**src/rtl/wb_regfile.sv**
```systemverilog
// Write-back stage and architectural register file: selects the write-back value,
// commits it, and serves two write-first bypassed read ports plus a raw debug port.
module wb_regfile #(
    parameter int DATA_W = 32,
    parameter int ADDR_W = 5
) (
    input  logic              clk,
    input  logic              rst_n,
    input  logic [DATA_W-1:0] MemData,
    input  logic [DATA_W-1:0] ALUData,
    input  logic [ADDR_W-1:0] Rw,
    input  logic              MemtoReg,
    input  logic              RegWr,
    input  logic              Overflow,
    input  logic [ADDR_W-1:0] Ra,
    input  logic [ADDR_W-1:0] Rb,
    output logic [DATA_W-1:0] busA,
    output logic [DATA_W-1:0] busB,
    output logic [DATA_W-1:0] WbData,
    output logic              WbEn,
    input  logic              ovf_clr,
    output logic              ovf_flag,
    output logic [31:0]       wb_count,
    input  logic [ADDR_W-1:0] dbg_addr,
    output logic [DATA_W-1:0] dbg_data
);

    localparam int NREGS = 2 ** ADDR_W;

    logic [DATA_W-1:0] regs [NREGS];
    logic              ovf_q;
    logic [31:0]       cnt_q;

    assign WbData   = MemtoReg ? MemData : ALUData;
    assign WbEn     = RegWr & ~Overflow & (Rw != '0);
    assign ovf_flag = ovf_q;
    assign wb_count = cnt_q;

    // Write-first bypass so ID sees the value being committed this cycle.
    always_comb begin
        busA = '0;
        if (Ra != '0) begin
            if (WbEn && (Ra == Rw)) busA = WbData;
            else                    busA = regs[Ra];
        end
    end

    always_comb begin
        busB = '0;
        if (Rb != '0) begin
            if (WbEn && (Rb == Rw)) busB = WbData;
            else                    busB = regs[Rb];
        end
    end

    always_comb begin
        dbg_data = '0;
        if (dbg_addr != '0) dbg_data = regs[dbg_addr];
    end

    always_ff @(posedge clk or negedge rst_n) begin
        if (!rst_n) begin
            for (int i = 0; i < NREGS; i++) regs[i] <= '0;
        end else if (WbEn) begin
            regs[Rw] <= WbData;
        end
    end

    // Set has priority over clear so an overflow in the clearing cycle is not lost.
    always_ff @(posedge clk or negedge rst_n) begin
        if (!rst_n) begin
            ovf_q <= 1'b0;
            cnt_q <= '0;
        end else begin
            if (RegWr && Overflow) ovf_q <= 1'b1;
            else if (ovf_clr)      ovf_q <= 1'b0;
            if (WbEn) cnt_q <= cnt_q + 32'd1;
        end
    end

endmodule

```
**config.mk**
```make
export PLATFORM = sky130hd
export DESIGN_NAME = wb_regfile
export DESIGN_NICKNAME = d
export VERILOG_FILES = /design/src/rtl/wb_regfile.sv
export SDC_FILE = /design/constraint.sdc
export NUM_CORES = 2
export LEC_CHECK = 0
export BUFFER_PORTS_ARGS = -buffer_cell sky130_fd_sc_hd__buf_2
export CORE_ASPECT_RATIO = 0.8
export CORE_UTILIZATION = 40
export DETAILED_ROUTE_END_ITERATION = 8
export HOLD_SLACK_MARGIN = 0.05
export PLACE_DENSITY = 0.56
export SLEW_MARGIN = 40
export SYNTH_ARGS = -nofsm -noshare
export SYNTH_HDL_FRONTEND = slang
export SYNTH_SLANG_ARGS = --single-unit
```
**constraint.sdc**
```tcl
create_clock -name clk -period 3.7 [get_ports clk]
set_input_delay 0.74 -clock clk [delete_from_list [all_inputs] [get_ports clk]]
set_output_delay 0.74 -clock clk [all_outputs]
set_load 0.02 [all_outputs]
```
==> results by group <==
Clocking
  – Clock tree from TritonCTS: yes
  – Register clock-pin slew on the reported worst setup and hold paths: 60 ps
  – Htree depth: 3
  – Largest buffer count on any clock path: 3
  – TritonCTS Sinks: ~1100
  – CTS root buf: clkbuf_16
  – Worst skew pair latency: 760 ps
  – CTS Buf Count: 112

Route
  – Via density: ~6.4
  – Routed vias: 50950
  – Drt total wl: 255300 um
  – Routed len/inst: 32.28 um
  – DRC Markers: 0
  – Number of routed nets with antenna violations: 0
  – Drt first pass iters: 7
  – First DRT Iteration DRCs: about 6000

Critical path
  – Crit path from: Rw[1]
  – Kind of critical path: in2out
  – Critical R2R Launch: wb_count[10]
  – Crit-path max FO: 8
  – Data required, critical path: 2960 ps
  – Worst-case reg-to-reg path depth: 5
  – Worst setup SP type: primary input
  – Reg-to-reg critical path endpoint: wb_count[30]
  – FF-to-FF setup slack: approximately 1500 ps
  – WP data arrival: slightly below 3000 ps
  – Crit end category: output pin

Global routing
  – Vias in the first global route: 49540
  – First-pass GRT wire length: 367300 um
  – Largest net degree at the start of global routing: 92
  – GRT overflow: 0
  – Initial antenna violation count: 1
  – GR Util All Layers: 32.03%

Final layout
  – Area growth, synth to finish: 17.73%
  – Final std cells w/o fill: 7910
  – Fill count: 13990
  – Final core occ: a little under half
  – Layout cells sized above 1: 31.38%
  – Nets: 5807

Yosys
  – Top cells by area, synth: dfrtp_1, mux4_2, a21oi_1, o21ai_0, nor2_1
  – Syn. warnings: 0
  – Post-synth EDFFs: 0
  – Top-area cell type share of the netlist area: roughly two fifths
  – Yosys reg bits: 1057
  – Cells after synthesis: 5524
  – Post-synthesis instance area: 0.06301 mm2
  – Synthesized net count: 5615
  – Syn avg cell area: 11.41 um2
  – Dominant synthesized flop cell: dfrtp_1
  – Library cells used by synthesis: 69
  – Yosys top cell by area: dfrtp_1
  – Post-synth ARST share: 100.0%
  – Sequential cell area fraction in the yosys report: 41.98%

Run
  – Max_cap viols: 0

Hold path
  – Worst hold stages: 2
  – WHS Endpoint: ovf_flag
  – HP Class: in2reg
  – HP Start: ovf_clr

Timing
  – Maximum clock rate: 0.2698 GHz
  – Slew Viols, Final: 0
  – Min Tclk post-route: 3706 ps
  – Setup-failing EPs final: 1
  – Clk_skew: 22.80 ps
  – Relative slew slack: 45.24%
  – Fin. Hold Viols: 0
  – Final period util: 100.2%
  – Tightest Pin Transition: ~820 ps
  – Setup WS post-layout: -5.906 ps
  – Worst Hold Margin: 173.7 ps

Pwr
  – Int Pwr: about 26 mW
  – Psw: roughly 12 mW
  – Static Leak: 31.20 nW
  – Register share of total power: 41.5%
  – Power share of the clock group: 34.0%
  – Maximum vdd drop: 0.4063 mV
  – Pwr dens: 502.5 mW/mm2
  – Sw frac: a little under a third
  – Pwr Total: 37.27 mW
  – Combinational share of power: 24.5%

Place
  – RePlAce Congestion: 0.9196
  – DP HPWL: 160200 um
  – Port Buf Inserts: 251
  – Pre-CTS setup slack: -217.2 ps
  – DP Cell Count: between 7000 and 8000

Floorplanning
  – Initial Util: 40.54%
  – Area of the core: 0.1554 mm2
  – Core Rows: approximately 130
  – Die height: ~360 um
  – I/O pins: 252
  – Die ar.: 0.1591 mm2
  – Die width: 445.7 um

Outcome
  – Failing checks: setup timing
  – Outcome: finished with violations
## per-layer routing
layer / GRT usage (%) / share of wire [%] / up-vias
met2: 47.90 / 44 / 3164
met5: 0 / 0 / -
met3: 9.697 / 12 / 686
met4: 16.79 / 6.2 / 0
met1: 42.07 / 38 / 26010
li1: - / - / 21090
## cell type report
type / count / area [um2] / share of cell area (%)
Multi-Input combinational cell: 3783 / 34160 / 46.05
Sequential cell: 1057 / 26450 / 35.66
Timing Repair Buffer: 690 / 6578 / 8.867
Clock buffer: 149 / 3203 / 4.318
Tap cell: 2096 / 2623 / 3.536
Clock inverter: 62 / 889.6 / 1.199
Inverter: 72 / 272.8 / 0.3677
Antenna cell: 1 / 2.502 / 0.003374
## critical path, stage by stage
cell and delay [ps]:
buf_2 110, or4_4 550, o21ai_4 250, buf_4 170, nor3_4 90, buf_6 190
nor4_1 300, a311o_1 330, buf_2 230
## per-stage QoR
step / area [um2] / TNS (ps)
after global placement: 69600 / -1305
final: 74180 / -5.906
after detailed placement: 69610 / -1802
after global routing: 74170 / -2.580
after CTS: 73890 / -45.31
after floorplan: 63010 / 0
## state kept, by name (all words and copies together) (netlist names)
name,cells
regs,1024
ovf_flag,1
wb_count,32
## synthesized netlist by cell type, drive strengths merged, types with 10 or more instances
library cell,n
inv,71
clkbuf,404
a21oi,585
dfrtp,1057
o22ai,60
a221oi,53
mux4,784
a221o,10
o211ai,30
xnor2,26
nor3,26
nor4,11
nand2,566
nand2b,16
o31ai,14
mux2,41
nor2,606
nand4,27
a22oi,57
mux2i,171
xor2,15
and3,10
nor2b,15
o21ai,509
buf,208
nand3,69
## worst max-delay path by stage
| stage | to | slack [ps] |
|---|---|---|
| global placement | busB[1] | -160 |
| global route | busB[16] | -3 |
| floorplan | busB[6] | 390 |
| finish | busB[17] | -6 |
| detailed placement | busB[1] | -220 |
| CTS | busB[24] | -40 |
## kinds of logic after synthesis
family                   after synthesis  share of synthesized area [%]
AO/OA/AOI/OAI                       1362                          12.01
XOR/XNOR                              41                         0.5699
adder cells (fa/ha/maj)                1                        0.01985
buffers and inverters                684                          4.792
flip-flops                          1057                          41.98
multiplexers                         996                          31.47
AND/OR/NAND/NOR                     1383                          9.156
## cells in the final DEF (no fill, tap or decap), drive strengths merged, types with 7 or more instances in the layout
cell type	instances
nor2	606
o22ai	60
o31ai	14
and3	10
a21boi	7
clkinv	35
a211oi	7
xor2	15
nand2	566
a21oi	585
buf	685
nor4	11
nor2b	15
clkbuf	152
nand2b	16
nand3	69
nor3	26
mux4	784
mux2i	171
a22oi	57
o21ai	509
o211ai	30
nor3b	7
inv	76
nand4	27
bufinv	20
a221oi	53
mux2	41
dfrtp	1057
xnor2	26
a221o	10
## power by group through the flow
stage	registers (mW)	logic, mW	clock network, mW
after CTS	15.3	9.06	12.8
after global routing	15.7	9.81	13.3
after detailed placement	15.5	8.99	0
final	15.5	9.13	12.7
after global placement	15.4	8.85	0
after floorplan	14.9	6.24	0
## timing repair
action / CTS / global route
hold buffers: 1 / 0
setup buffers: 5 / 4
resized for setup: 12 / 27
endpoints found under the setup margin: 21 / 31
hold endpoints to repair: 13 / 0
gates cloned: 1 / 3
pin swaps: 4 / 7
(Power assumes the default switching activity.)
